## config.mk

```make
export PLATFORM = sky130hd
export DESIGN_NAME = latch_bank_nch
export DESIGN_NICKNAME = d
export VERILOG_FILES = /design/src/rtl/latch_bank_pkg.sv /design/src/rtl/latch_bank_chan.sv /design/src/rtl/latch_bank_nch.sv
export SDC_FILE = /design/constraint.sdc
export NUM_CORES = 1
export LEC_CHECK = 0
export CORE_MARGIN = 2
export CORE_UTILIZATION = 40
export CTS_CLUSTER_DIAMETER = 200
export DETAILED_ROUTE_END_ITERATION = 16
export HOLD_SLACK_MARGIN = 0.08
export PLACE_DENSITY = 0.7
export SYNTH_ARGS = -nofsm -noshare
export SYNTH_HDL_FRONTEND = slang
export SYNTH_SLANG_ARGS = --single-unit
```

## constraint.sdc

```tcl
create_clock -name clk -period 1.6 [get_ports clk]
set_input_delay 0.32 -clock clk [delete_from_list [all_inputs] [get_ports clk]]
set_output_delay 0.32 -clock clk [all_outputs]
set_load 0.05 [all_outputs]
```

## src/rtl/latch_bank_pkg.sv

```systemverilog
// Shared defaults and helpers for the multi-channel latch bank.
package latch_bank_pkg;

  localparam int LB_NCH         = 4;
  localparam int LB_WIDTH       = 8;
  localparam int LB_STALE_LIMIT = 15;

  // Counter width that can just hold the saturation value.
  function automatic int age_width(input int limit);
    return $clog2(limit + 1);
  endfunction

endpackage

```

## src/rtl/latch_bank_chan.sv

```systemverilog
// One latch channel: held data, valid flag, saturating age counter and stale flag.
// Optional change-detect pulse when LATCH_BANK_CHANGE_DETECT_EN is defined.
module latch_bank_chan
  import latch_bank_pkg::*;
#(
  parameter int WIDTH       = LB_WIDTH,
  parameter int STALE_LIMIT = LB_STALE_LIMIT,
  parameter int AGE_W       = age_width(LB_STALE_LIMIT)
) (
  input  logic             clk,
  input  logic             rst_n,
  input  logic             latch_en,
  input  logic             freeze,
  input  logic             clear,
  input  logic [WIDTH-1:0] data_in,
  output logic [WIDTH-1:0] data_out,
  output logic             valid,
  output logic             stale
`ifdef LATCH_BANK_CHANGE_DETECT_EN
  , output logic           changed
`endif
);

  localparam logic [AGE_W-1:0] AGE_MAX = AGE_W'(STALE_LIMIT);

  logic [AGE_W-1:0] age;
  logic [AGE_W-1:0] age_next;
  logic             capture;

  assign capture  = latch_en && !freeze;
  assign age_next = (age == AGE_MAX) ? age : age + 1'b1;

  // stale is derived from the post-edge age so it rises on the same edge that age hits the limit.
  always_ff @(posedge clk or negedge rst_n) begin
    if (!rst_n) begin
      data_out <= '0;
      valid    <= 1'b0;
      age      <= '0;
      stale    <= 1'b0;
    end else if (clear) begin
      data_out <= '0;
      valid    <= 1'b0;
      age      <= '0;
      stale    <= 1'b0;
    end else if (capture) begin
      data_out <= data_in;
      valid    <= 1'b1;
      age      <= '0;
      stale    <= 1'b0;
    end else if (valid) begin
      age      <= age_next;
      stale    <= (age_next == AGE_MAX);
    end else begin
      age      <= '0;
      stale    <= 1'b0;
    end
  end

`ifdef LATCH_BANK_CHANGE_DETECT_EN
  always_ff @(posedge clk or negedge rst_n) begin
    if (!rst_n) begin
      changed <= 1'b0;
    end else if (clear) begin
      changed <= 1'b0;
    end else begin
      changed <= capture && (!valid || (data_in != data_out));
    end
  end
`endif

endmodule

```

## src/rtl/latch_bank_nch.sv

```systemverilog
// NCH-channel clocked latch bank with per-channel age/stale tracking.
// Change detection output is added when LATCH_BANK_CHANGE_DETECT_EN is defined.
module latch_bank_nch
  import latch_bank_pkg::*;
#(
  parameter int NCH         = LB_NCH,
  parameter int WIDTH       = LB_WIDTH,
  parameter int STALE_LIMIT = LB_STALE_LIMIT,
  parameter int AGE_W       = age_width(STALE_LIMIT)
) (
  input  logic                 clk,
  input  logic                 rst_n,
  input  logic [NCH-1:0]       latch_en,
  input  logic [NCH*WIDTH-1:0] data_in,
  input  logic                 freeze,
  input  logic                 clear,
  output logic [NCH*WIDTH-1:0] data_out,
  output logic [NCH-1:0]       valid,
  output logic [NCH-1:0]       stale
`ifdef LATCH_BANK_CHANGE_DETECT_EN
  , output logic [NCH-1:0]     changed
`endif
);

  genvar gi;
  generate
    for (gi = 0; gi < NCH; gi++) begin : g_chan
      latch_bank_chan #(
        .WIDTH       (WIDTH),
        .STALE_LIMIT (STALE_LIMIT),
        .AGE_W       (AGE_W)
      ) u_chan (
        .clk      (clk),
        .rst_n    (rst_n),
        .latch_en (latch_en[gi]),
        .freeze   (freeze),
        .clear    (clear),
        .data_in  (data_in[gi*WIDTH +: WIDTH]),
        .data_out (data_out[gi*WIDTH +: WIDTH]),
        .valid    (valid[gi]),
        .stale    (stale[gi])
`ifdef LATCH_BANK_CHANGE_DETECT_EN
        , .changed (changed[gi])
`endif
      );
    end
  endgenerate

endmodule
```

==> results.json, run 1 <==
{
  "clock-root-buffer": "clkbuf_8",
  "slew_violations": 0,
  "setup_violations": 0,
  "yosysWarnings": 0,
  "vias_per_cell": 4.88,
  "clkTransAtPathRegs_ns": 0.10,
  "grtUsageTotal": 0.166,
  "place_ws_ns": -0.104,
  "worst_pin_slew_ns": 0.444,
  "gp_congestion": 0.778,
  "cts_buffer_depth": 2,
  "worst_slack_ns": 0.183,
  "path_max_fanout": 6,
  "n_antenna_cell": 0,
  "post_cts_buffers": 0,
  "die_h_um": 84.1,
  "holdWs_ns": 0.473,
  "routed_wirelength_um": 5480,
  "drive_above_1_share": 0.195,
  "cts_sinks": 56,
  "yosys.area.top_type": "dfrtp_1",
  "synthCells": 262,
  "fin_cells": 416,
  "yosysTopAreaCellShare": 0.546,
  "io_buffers": 79,
  "end_kind": "flip-flop",
  "fin_skew_ns": 0.00500,
  "dieArea_mm2": 0.00708,
  "cp.arrival_ns": 1.62,
  "cts_tree": "done",
  "synthToLayoutAreaGrowth_pct": 35.2,
  "grt_max_degree": 29,
  "final.period_utilization": 0.886,
  "synth_seq_area_share": 0.546,
  "drc_errors": 0,
  "cts_max_level": 2,
  "dp_cells": 407,
  "drt_iter0_markers": 53,
  "grt_antenna_before_repair": 0,
  "cpPeakStageDelay_ns": 0.46,
  "p_per_area_mw_per_mm2": 814,
  "start_util": 0.409,
  "clk_latency_ns": 0.31,
  "status": "complete, no violations",
  "grt-ovfl-total": 0,
  "synth_seq_cells": 56,
  "hold_path_class": "input port to asynchronous set/reset pin",
  "wl_per_cell_um": 13.2,
  "power_mw": 2.82,
  "rows": 29,
  "synth_cell_types": 23,
  "required_ns": 1.80,
  "via_count": 2028,
  "nets": 382,
  "slew_headroom": 0.704,
  "die_w_um": 84.1,
  "p_leak_nw": 1.62,
  "synth_area_leaders": "dfrtp_1, nand2_1, a21oi_1",
  "grt_pass1_vias": 2053,
  "ant_nets": 0,
  "criticalPathCategory": "flip-flop to flip-flop",
  "final_util": 0.553,
  "crit_slowest_cell": "dfrtp_1",
  "crit_chain": "ha_1, nand3_1, mux2i_1, nor4_2",
  "peakVddDrop_mv": 0.388,
  "numCtsBuffers": 5,
  "synth_nets": 306,
  "timing.fmax_mhz": 706,
  "min_period_ns": 1.42,
  "dr.pass1.iters": 4,
  "drv_cap": 0,
  "grt_pass1_wl_um": 9520,
  "avgSynthCellArea_um2": 9.80,
  "core-area_mm2": 0.00628,
  "hpwl_um": 4040,
  "ioPinCount": 80,
  "rsz0062_at_grt": "no",
  "critPathLaunchType": "flip-flop",
  "hold_viol": 0,
  "netlist_area_mm2": 0.00257
}
## critical path: cells and delay by family (launching register included)
| kind | cells | cell delay, ns |
|---|---|---|
| multiplexers | 1 | 0.31 |
| AND/OR/NAND/NOR | 2 | 0.24 |
| flip-flops | 1 | 0.46 |
| adder cells (fa/ha/maj) | 1 | 0.31 |
## flip-flops by register name, summed over array words and instances, names as in the netlist
name                    count
g_chan.u_chan.data_out     32
g_chan.u_chan.age          16
g_chan.u_chan.valid         4
g_chan.u_chan.stale         4
## cell families after synthesis
logic type / share of synthesized area
compound gates: 0.0877
fa+ha+maj: 0.0195
simple gates: 0.253
mux: 0.0156
buf+inv: 0.0580
flops: 0.546
xor+xnor: 0.0205
## cells in the final DEF, fill, tap and decap left out, types with 6 or more instances in the layout
cell type and n:
a21oi_1 34, and3_1 6, clkbuf_8 6, nand3_1 8, nor3_1 8, buf_4 42
buf_12 7, dfrtp_1 56, clkdlybuf4s50_1 38, xnor2_1 6, nand2_1 64, nor2_1 20
a211oi_1 6
## what timing repair did
item                      in CTS  in global routing
hold endpoints to repair      17                  0
hold buffers                   1                  0
resized for setup              0                  0
## layer usage
metal,vias to the layer above,GRT usage,part of all wire
met4,0,0.0484,0.014
met5,-,0,0
met3,7,0.0433,0.055
met1,950,0.208,0.44
li1,1018,-,-
met2,53,0.286,0.49
## power breakdown
part	internal, mW	switching (mW)	total (mW)
Clock	0.354	0.444	0.798
Sequential	1.46	0.0399	1.50
Combinational	0.227	0.300	0.527
Total	2.04	0.784	2.82
## cell usage after synthesis
cell,instances
a211oi_1,6
a21oi_1,34
and2b_2,4
and3_1,6
buf_1,3
buf_2,5
buf_4,10
buf_6,2
dfrtp_1,56
ha_1,4
inv_1,4
mux2i_1,4
nand2_1,64
nand2b_1,4
nand3_1,8
nand3b_4,4
nand4bb_1,2
nor2_1,20
nor3_1,8
nor3b_1,4
nor4_2,2
o21ai_0,2
xnor2_1,6
## final cells by class
| type | instances | area (um^2) |
|---|---|---|
| fill | 580 | 2810 |
| sequential | 56 | 1400 |
| multi-input combinational | 182 | 1020 |
| timing repair buffer | 89 | 851 |
| tap | 77 | 96.3 |
| clock buffer | 8 | 90.1 |
| inverter | 4 | 15.0 |
## metrics by stage
stage                     TNS, ns  area (um^2)
after floorplan                 0         2570
after global placement     -0.158         3370
after detailed placement    -1.02         3370
after CTS                       0         3470
after global routing            0         3470
final                           0         3470
## worst paths after layout
| path | depth (start not counted) | slack, ns | from | end |
|---|---|---|---|---|
| min in group clk | 2 | 0.53 | g_chan[3].u_chan.data_out[4] | g_chan[3].u_chan.data_out[4] |
| hold reg to reg | 2 | 0.53 | g_chan[3].u_chan.data_out[4] | g_chan[3].u_chan.data_out[4] |
| setup / recovery | 4 | 0.18 | g_chan[1].u_chan.age[0] | g_chan[1].u_chan.stale |
| setup reg to reg | 4 | 0.18 | g_chan[1].u_chan.age[0] | g_chan[1].u_chan.stale |
| hold / removal | 2 | 0.47 | rst_n | g_chan[2].u_chan.data_out[2] |
| max in group asynchronous | 3 | 0.61 | rst_n | g_chan[2].u_chan.age[1] |
Power figures use the tool's default switching activity.
==> inputs of run 2 (changes only) <==
==> constraint.sdc (replaced) <==
create_clock -name clk -period 1.8 [get_ports clk]
set_input_delay 0.36 -clock clk [delete_from_list [all_inputs] [get_ports clk]]
set_output_delay 0.36 -clock clk [all_outputs]
set_load 0.05 [all_outputs]
==> run 2 against run 1 <==
Net effect:
- final cell count down 0.48%
- register-to-register slack better by 0.19 ns
- critical endpoint is now g_chan[0].u_chan.stale
- highest routed layer unchanged
- sequential power shrank 11%
- via count grew 0.59%
- worst hold slack improved by 0.034 ns
- fmax shrank 0.94%
- combinational power is 14% lower
- sequential share of layout area up 0.56 points
- clock skew is 0.0022 ns higher
- sequential cell count unchanged
- largest cell class unchanged
==> results.json, run 2 (synthesis gave the netlist of run 1 again) <==
{
  "status": "complete, no violations",
  "path_max_fanout": 6,
  "grt-ovfl-total": 0,
  "grt_pass1_wl_um": 9490,
  "hpwl_um": 4040,
  "cts_resized": 0,
  "hold_viol": 0,
  "cp.arrival_ns": 1.63,
  "end_kind": "flip-flop",
  "dieArea_mm2": 0.00708,
  "p_per_area_mw_per_mm2": 755,
  "layout_commonest_cell": "nand2_1",
  "min_period_ns": 1.43,
  "drt_iter0_markers": 111,
  "wl_per_cell_um": 13.4,
  "cts_buffer_depth": 2,
  "cts_sinks": 56,
  "nets": 380,
  "core-area_mm2": 0.00628,
  "rows": 29,
  "multi_input_area_mm2": 0.00102,
  "largest_reg_flops": 32,
  "grt_antenna_before_repair": 0,
  "required_ns": 1.99,
  "grt_max_degree": 41,
  "num-fill-cells": 595,
  "slew_violations": 0,
  "cts_max_level": 2,
  "start_util": 0.409,
  "criticalPathCategory": "flip-flop to flip-flop",
  "vias_per_cell": 4.93,
  "grtUsageTotal": 0.167,
  "setup-tns-final_ns": 0,
  "setup_violations": 0,
  "io_buffers": 79,
  "final-seq-area_mm2": 0.00140,
  "grt_pass1_vias": 1996,
  "cts_tree": "done",
  "hold_path_class": "input port to asynchronous set/reset pin",
  "timing.fmax_mhz": 699,
  "ioPinCount": 80,
  "dr.pass1.iters": 4,
  "reg_top3": "g_chan.u_chan.data_out x32, g_chan.u_chan.age x16",
  "top_register": "g_chan.u_chan.data_out",
  "drc_errors": 0,
  "die_h_um": 84.1,
  "ant_nets": 0,
  "worst_pin_slew_ns": 0.414,
  "die_w_um": 84.1,
  "final.period_utilization": 0.795,
  "via_count": 2040,
  "layout_common_cells": "nand2_1, dfrtp_1, buf_4",
  "numCtsBuffers": 5,
  "drive_above_1_share": 0.193,
  "gp_congestion": 0.785,
  "clk_latency_ns": 0.31,
  "rsz0062_at_grt": "no",
  "peakVddDrop_mv": 0.566,
  "power_mw": 2.58,
  "synthToLayoutAreaGrowth_pct": 33.3,
  "clock-root-buffer": "clkbuf_8",
  "clkTransAtPathRegs_ns": 0.09,
  "routed_wirelength_um": 5530,
  "slew_headroom": 0.724,
  "fin_skew_ns": 0.00720,
  "drv_cap": 0,
  "p_leak_nw": 1.61,
  "critPathLaunchType": "flip-flop",
  "n_antenna_cell": 0
}
==> run 2: cell count changes in the layout (fill, tap and decap cells not counted), sizes merged <==
cell / change
buf: -2
clkbuf: -2
bufinv: +1
clkinv: +1
==> run 2: area by class of cell <==
cell class	count	area share
clock buffers	6	0.0212
flip-flops and latches	56	0.409
multi-input cells	182	0.297
well taps	77	0.0281
repair buffers	87	0.229
clock inverters	2	0.0102
inverters	4	0.00438
==> run 2: final timing paths <==
path | startpoint | to | slack [ns] | cells past startpoint
max | g_chan[0].u_chan.age[0] | g_chan[0].u_chan.stale | 0.37 | 4
min | rst_n | g_chan[0].u_chan.data_out[4] | 0.51 | 2
max reg2reg | g_chan[0].u_chan.age[0] | g_chan[0].u_chan.stale | 0.37 | 4
min reg2reg | g_chan[0].u_chan.data_out[6] | g_chan[0].u_chan.data_out[6] | 0.53 | 2
max in group asynchronous | rst_n | g_chan[2].u_chan.age[1] | 0.75 | 3
min in group clk | g_chan[0].u_chan.data_out[6] | g_chan[0].u_chan.data_out[6] | 0.53 | 2
==> run 2: power by group <==
part	internal (mW)	switching (mW)	total [mW]
clock	0.413	0.389	0.802
sequential	1.30	0.0319	1.33
combinational	0.185	0.267	0.452
total	1.90	0.688	2.58
==> run 2: routing by layer <==
layer | global-route usage | up-vias | wire length, um
met4 | 0.0484 | 0 | 79
met3 | 0.0462 | 6 | 329
met2 | 0.277 | 55 | 2700
met1 | 0.215 | 970 | 2420
met5 | 0 | - | 0
li1 | - | 1009 | -
==> run 2: stage by stage <==
stage / hold WS, ns / std cells / setup WS [ns] / util / area [um^2]
CTS: 0.515 / 414 / 0.393 / 0.546 / 3420
detailed placement: 0.318 / 405 / 0.139 / 0.527 / 3310
global placement: 0.312 / 405 / 0.166 / 0.527 / 3310
finish: 0.507 / 414 / 0.369 / 0.546 / 3420
global route: 0.524 / 414 / 0.248 / 0.546 / 3420
floorplan: 0.0644 / 262 / 0.543 / - / 2570
==> run 2: worst max-delay path, cell delays in order, from the launching register on <==
cell	delay, ns
dfrtp_1	0.45
ha_1	0.30
nand3_1	0.16
mux2i_1	0.33
nor4_2	0.08
==> run 2: repair_timing <==
item	CTS	global route
setup buffers	0	0
hold buffers	1	0
hold endpoints to repair	16	0
